`src/rtl/vga_mono_filter.sv`:
```
// Three-stage video post-processor: Rec.709 luma, mono/amber/inverse modes, scanline dimming,
// blanking, and mode/scanline latching only at the vsync active edge so a frame never mixes modes.
module vga_mono_filter #(
  parameter int CW       = 6,
  parameter int OW       = 6,
  parameter bit SYNC_POL = 1'b0
) (
  input  logic          clk_vga,
  input  logic          rst,
  input  logic [CW-1:0] r_in,
  input  logic [CW-1:0] g_in,
  input  logic [CW-1:0] b_in,
  input  logic          hsync_in,
  input  logic          vsync_in,
  input  logic          de_in,
  input  logic [2:0]    mode_req,
  input  logic          scanline_req,
  output logic [OW-1:0] r_out,
  output logic [OW-1:0] g_out,
  output logic [OW-1:0] b_out,
  output logic          hsync_out,
  output logic          vsync_out,
  output logic          de_out,
  output logic [2:0]    mode_active,
  output logic          line_odd
);

  typedef enum logic [2:0] {
    M_COLOUR = 3'd0,
    M_GREEN  = 3'd1,
    M_AMBER  = 3'd2,
    M_WHITE  = 3'd3,
    M_INV    = 3'd4
  } mode_t;

  localparam logic ACT   = SYNC_POL;
  localparam logic INACT = ~SYNC_POL;
  localparam logic [CW+7:0] K_R = (CW+8)'(54);
  localparam logic [CW+7:0] K_G = (CW+8)'(183);
  localparam logic [CW+7:0] K_B = (CW+8)'(19);

  logic    r_vs_prev, r_hs_prev, r_scan_en, r_odd;
  mode_t   r_mode, w_mode_map;
  logic    w_vs_edge, w_hs_edge;

  logic [CW-1:0] r_s1_r, r_s1_g, r_s1_b;
  logic [CW+7:0] r_s1_pr, r_s1_pg, r_s1_pb;
  mode_t         r_s1_mode;
  logic          r_s1_dim, r_s1_hs, r_s1_vs, r_s1_de;

  logic [CW+8:0] w_sum;
  logic [CW-1:0] w_y, w_c2_r, w_c2_g, w_c2_b;
  logic [CW-1:0] r_s2_r, r_s2_g, r_s2_b;
  logic          r_s2_dim, r_s2_hs, r_s2_vs, r_s2_de;

  logic [CW-1:0] w_d_r, w_d_g, w_d_b;
  logic [OW-1:0] r_r_out, r_g_out, r_b_out;
  logic          r_hs_out, r_vs_out, r_de_out;

  assign w_vs_edge = (vsync_in == ACT) && (r_vs_prev == INACT);
  assign w_hs_edge = (hsync_in == ACT) && (r_hs_prev == INACT);

  always_comb begin
    w_mode_map = M_COLOUR;
    case (mode_req)
      3'd0, 3'd1, 3'd2, 3'd3, 3'd4: w_mode_map = mode_t'(mode_req);
      default:                      w_mode_map = M_COLOUR;
    endcase
  end

  // Vsync clear takes priority over the hsync toggle in the same cycle.
  always_ff @(posedge clk_vga) begin
    if (rst) begin
      r_vs_prev <= INACT;
      r_hs_prev <= INACT;
      r_mode    <= M_COLOUR;
      r_scan_en <= 1'b0;
      r_odd     <= 1'b0;
    end else begin
      r_vs_prev <= vsync_in;
      r_hs_prev <= hsync_in;
      if (w_vs_edge) begin
        r_mode    <= w_mode_map;
        r_scan_en <= scanline_req;
        r_odd     <= 1'b0;
      end else if (w_hs_edge) begin
        r_odd <= ~r_odd;
      end
    end
  end

  always_ff @(posedge clk_vga) begin
    if (rst) begin
      r_s1_r <= {CW{1'b0}}; r_s1_g <= {CW{1'b0}}; r_s1_b <= {CW{1'b0}};
      r_s1_pr <= {(CW+8){1'b0}}; r_s1_pg <= {(CW+8){1'b0}}; r_s1_pb <= {(CW+8){1'b0}};
      r_s1_mode <= M_COLOUR;
      r_s1_dim  <= 1'b0;
      r_s1_hs   <= INACT;
      r_s1_vs   <= INACT;
      r_s1_de   <= 1'b0;
    end else begin
      r_s1_r    <= r_in;
      r_s1_g    <= g_in;
      r_s1_b    <= b_in;
      r_s1_pr   <= {8'd0, r_in} * K_R;
      r_s1_pg   <= {8'd0, g_in} * K_G;
      r_s1_pb   <= {8'd0, b_in} * K_B;
      r_s1_mode <= r_mode;
      r_s1_dim  <= r_scan_en & r_odd;
      r_s1_hs   <= hsync_in;
      r_s1_vs   <= vsync_in;
      r_s1_de   <= de_in;
    end
  end

  // Weights sum to 256, so the top bit of the sum is always clear and Y fits in CW bits.
  assign w_sum = {1'b0, r_s1_pr} + {1'b0, r_s1_pg} + {1'b0, r_s1_pb};
  assign w_y   = w_sum[CW+7:8];

  always_comb begin
    w_c2_r = r_s1_r;
    w_c2_g = r_s1_g;
    w_c2_b = r_s1_b;
    case (r_s1_mode)
      M_COLOUR: begin w_c2_r = r_s1_r;      w_c2_g = r_s1_g;      w_c2_b = r_s1_b;      end
      M_GREEN:  begin w_c2_r = {CW{1'b0}};  w_c2_g = w_y;         w_c2_b = {CW{1'b0}};  end
      M_AMBER:  begin w_c2_r = w_y;         w_c2_g = w_y >> 1;    w_c2_b = {CW{1'b0}};  end
      M_WHITE:  begin w_c2_r = w_y;         w_c2_g = w_y;         w_c2_b = w_y;         end
      M_INV:    begin w_c2_r = ~w_y;        w_c2_g = ~w_y;        w_c2_b = ~w_y;        end
      default:  begin w_c2_r = r_s1_r;      w_c2_g = r_s1_g;      w_c2_b = r_s1_b;      end
    endcase
  end

  always_ff @(posedge clk_vga) begin
    if (rst) begin
      r_s2_r <= {CW{1'b0}}; r_s2_g <= {CW{1'b0}}; r_s2_b <= {CW{1'b0}};
      r_s2_dim <= 1'b0;
      r_s2_hs  <= INACT;
      r_s2_vs  <= INACT;
      r_s2_de  <= 1'b0;
    end else begin
      r_s2_r   <= w_c2_r;
      r_s2_g   <= w_c2_g;
      r_s2_b   <= w_c2_b;
      r_s2_dim <= r_s1_dim;
      r_s2_hs  <= r_s1_hs;
      r_s2_vs  <= r_s1_vs;
      r_s2_de  <= r_s1_de;
    end
  end

  assign w_d_r = r_s2_dim ? (r_s2_r >> 1) : r_s2_r;
  assign w_d_g = r_s2_dim ? (r_s2_g >> 1) : r_s2_g;
  assign w_d_b = r_s2_dim ? (r_s2_b >> 1) : r_s2_b;

  always_ff @(posedge clk_vga) begin
    if (rst) begin
      r_r_out <= {OW{1'b0}}; r_g_out <= {OW{1'b0}}; r_b_out <= {OW{1'b0}};
      r_hs_out <= INACT;
      r_vs_out <= INACT;
      r_de_out <= 1'b0;
    end else begin
      r_r_out  <= r_s2_de ? w_d_r[CW-1 -: OW] : {OW{1'b0}};
      r_g_out  <= r_s2_de ? w_d_g[CW-1 -: OW] : {OW{1'b0}};
      r_b_out  <= r_s2_de ? w_d_b[CW-1 -: OW] : {OW{1'b0}};
      r_hs_out <= r_s2_hs;
      r_vs_out <= r_s2_vs;
      r_de_out <= r_s2_de;
    end
  end

  assign r_out       = r_r_out;
  assign g_out       = r_g_out;
  assign b_out       = r_b_out;
  assign hsync_out   = r_hs_out;
  assign vsync_out   = r_vs_out;
  assign de_out      = r_de_out;
  assign mode_active = r_mode;
  assign line_odd    = r_odd;

endmodule
```
`config.mk`:
```
export PLATFORM = sky130hd
export DESIGN_NAME = vga_mono_filter
export DESIGN_NICKNAME = d
export VERILOG_FILES = /design/src/rtl/vga_mono_filter.sv
export SDC_FILE = /design/constraint.sdc
export NUM_CORES = 1
export LEC_CHECK = 0
export BUFFER_PORTS_ARGS = -buffer_cell sky130_fd_sc_hd__buf_4
export CORE_UTILIZATION = 60
export DETAILED_ROUTE_END_ITERATION = 8
export HOLD_SLACK_MARGIN = 0.12
export PLACE_DENSITY = 0.8
export SLEW_MARGIN = 0
export SYNTH_ARGS = -nofsm -noshare
export SYNTH_HDL_FRONTEND = slang
export SYNTH_SLANG_ARGS = --single-unit
```
`constraint.sdc`:
```
create_clock -name clk_vga -period 5 [get_ports clk_vga]
set_input_delay 1 -clock clk_vga [delete_from_list [all_inputs] [get_ports clk_vga]]
set_output_delay 1 -clock clk_vga [all_outputs]
set_load 0.05 [all_outputs]
```
==> impl_results.md <==
- Outcome: complete, no violations
- Slew @ Worst Pin: 0.900 ns
- Via count: roughly 4,500
- Cell Pwr Density: 388 nW/um^2
- CTS H-tree depth: 3
- Fin Setup TNS: 0 ns
- Clk network pwr share: just under 20%
- Post-Synth XOR/XNOR Area: about 3.7%
- Antenna violations before repair: 0
- Startpoint Class: input port
- Core Rows: 36
- Power, Total: approximately 2.7 mW
- Ys flop type: dfxtp_1
- Total wire length: 11,600 um
- Violation count after the first detailed-route iteration: 184
- Drt wl/cell: 14.0 um
- First-pass GRT wire length: 19,900 um
- Warnings, synthesis: 0
- Internal reg-to-reg setup slack: 1.93 ns
- Largest family of logic cells by synthesized area: adder cells
- CTS Sinks: approximately 110
- Tcrit/Tclk final: 84.9%
- Cell count after synthesis: between 600 and 700
- Hold slack: 0.426 ns
- Psw: 1.04 mW
- Setup Skew: 0.0141 ns
- Register area share after synthesis: 34.4%
- Die area: between 10,000 and 15,000 um^2
- Reg with most FFs: r_s1_pg
- Yosys top cell area share: between 30% and 40%
- Hold_buf cts: 0
- Final setup violation count: 0
- Crit-path cells: buf_4, fa_1, inv_1, fa_1, fa_1, inv_1, ha_1, nor2b_1, o21ai_0, a21oi_1, o21ai_0, a21oi_1, a31oi_1, mux2_2
- Worst Setup End Kind: register
- Max IR drop VDD: 196 uV
- Multiplexer share of the synthesized area: under 10%
- Hold Violations, Final: 0
- Yosys cell types: 53
- Largest stage delay, worst path: 0.54 ns
- Period minus WS final: 4.25 ns
- CTS tree: yes
- Switching Fraction: 39.3%
- Final HPWL DP: 9230 um
- Vias in the first global route: 4,382
- Area occupied by multi-input gates: 3690 um^2
- Worst Hold Endpoint: hsync_out
- Max Slew Vio Count: 0
- Fillers: 761
- Ys async rst share: 0%
- Pin count of the biggest net entering global routing: 90
- Die Width: about 100 um
- Number of CTS-inserted buffers: 9
- Antenna Nets Post-Route: 0
- Syn Area/Cell: between 9 and 10 um^2
- Worst path buffer plus inverter count: 3
- I/O pins: between 50 and 60
- Worst relative slew slack: 39.9%
- Number of synthesized flops with an enable pin: 0
- CP arrival: 4.52 ns
- Max Buffers Root-to-Sink: 2
- Synth Area in Adders: 25.3%
- R2r worst-path depth: 11
- Max-cap violations: 0
- Setup Buffers After CTS: 0
- Final design utilization: 69.3%
- Seq pwr share: between 30% and 40%
- Ant. Diodes: 0
- Worst hold path depth: 1
- CTS root buf: clkbuf_8
- Synth area leaders: dfxtp_1, ha_1, fa_1
- Tot GR Track Use: 24.3%
- Share of total power in combinational logic: a little over two fifths
- Core box area: between 9000 and 10,000 um^2
- P_leak: 3.16 nW
- Post-Synth Simple-Gate Area: 16.0%
- Slowest stage cell on the critical path: fa_1
- RSZ-0062 raised after global routing: false
- Buffers added on ports: just over 50
- CP top delay family: adder cells
- Mapped cell area: 6170 um^2
- Nets: 827
- Max reg flops: 13
- DIE HEIGHT: 103 um
- WP data required: about 5.3 ns
- WS Path Type: input port to register
- Worst reg2reg endpoint: r_s2_g[2]
- Most frequent CP cell: fa_1
- Post_cts resized: 0
- Grt ovf: 0
- Top Registers: r_s1_pg x13, r_s1_pb x10, r_s1_pr x10
- Post-synthesis compound-gate area fraction: 10.8%
- Area growth syn-to-layout: 10.8%
- #FFs+latches synth: 106
- Clk pin slew, worst setup/hold paths: 0.11 ns
- Dominant cell type by area after synthesis: dfxtp_1
- Vias/cell: 5.37
- Share of layout cells above drive strength 1: roughly an eighth
- Worst min path class: register to register
- Fmax: 0.236 GHz
- Power Internal: roughly 1.6 mW
- Drt first pass iters: 5
- Starting Density: 62.6%
- Gpl congestion: around 0.87
- Reg-to-Reg Start: r_s1_pr[4]
- Mapped Nets: 789
- Skew-Pair Late Insertion Delay: 0.38 ns
- Worst-path maximum fanout: 5
- Hold wc startpoint: r_s2_hs
- DRC violations left: 0
- Register area: between 2000 and 2500 um^2
logic make-up (layout without fill, tap and decap cells):
group	count (synthesis)	count (layout)
AND/OR/NAND/NOR	195	195
XOR/XNOR	26	26
AO/OA/AOI/OAI	101	101
multiplexers	23	23
buffers and inverters	97	140
adder cells (fa/ha/maj)	107	107
flip-flops	106	106
per-stage QoR:
step | std cells | setup WS [ns] | cell area [um^2]
floorplan | 655 | 0.803 | 6170
CTS | 831 | 0.775 | 6840
finish | 831 | 0.754 | 6840
global placement | 815 | 0.459 | 6640
global route | 831 | 0.488 | 6840
detailed placement | 815 | 0.383 | 6640
power groups by stage:
stage	combinational (mW)	sequential (mW)	clock (mW)
floorplan	0.868	1.00	0
detailed placement	1.12	1.01	0
CTS	1.14	0.991	0.530
global route	1.30	1.00	0.571
finish	1.15	0.989	0.522
global placement	1.08	1.01	0
per-layer routing:
layer / wire (um) / part of all wire, % / global-route usage (%) / vias up
met3: 368 / 3.2 / 4.30 / 30
met4: 331 / 2.8 / 10.5 / 0
met1: 5080 / 44 / 29.7 / 2087
met2: 5840 / 50 / 42.0 / 93
li1: - / - / - / 2255
met5: 0 / 0 / 0 / -
synthesized netlist by cell type, drive strengths merged (7+ instances only):
library cell  number
inv               72
or2                9
a21o               7
clkbuf            20
ha                77
fa                30
o21ai             14
nor2              63
a31oi             11
xnor2             19
mux2i             18
a21oi             36
nand3b             8
nor3              17
nor2b             39
nand2             31
xor2               7
dfxtp            106
cell usage in the layout (no fill, tap or decap), types with 19 or more instances in the layout:
cell     synthesis  final
a21oi_1         35     35
buf_4            0     52
dfxtp_1        106    106
fa_1            30     30
ha_1            77     77
inv_1           72     72
nand2_1         31     31
nor2_1          63     63
nor2b_1         39     39
xnor2_1         19     19
layout make-up:
type	count	share of cell area, %
repair buffers	52	5.71
clock buffers	9	1.81
multi-input cells	452	53.9
well taps	133	2.43
clock inverters	7	1.17
flip-flops and latches	106	31.0
inverters	72	3.95
worst max-delay path by stage:
stage / from / end / slack [ns] / depth (start not counted)
2_1_floorplan: g_in[3] / r_s1_pg[13] / 0.80 / 13
3_3_place_gp: g_in[3] / r_s1_pg[13] / 0.46 / 14
3_5_place_dp: g_in[3] / r_s1_pg[13] / 0.38 / 14
4_1_cts: g_in[3] / r_s1_pg[13] / 0.78 / 14
5_1_grt: g_in[3] / r_s1_pg[13] / 0.49 / 14
6_report: g_in[3] / r_s1_pg[13] / 0.75 / 14
Note: power is estimated with default switching activity, not from simulation.
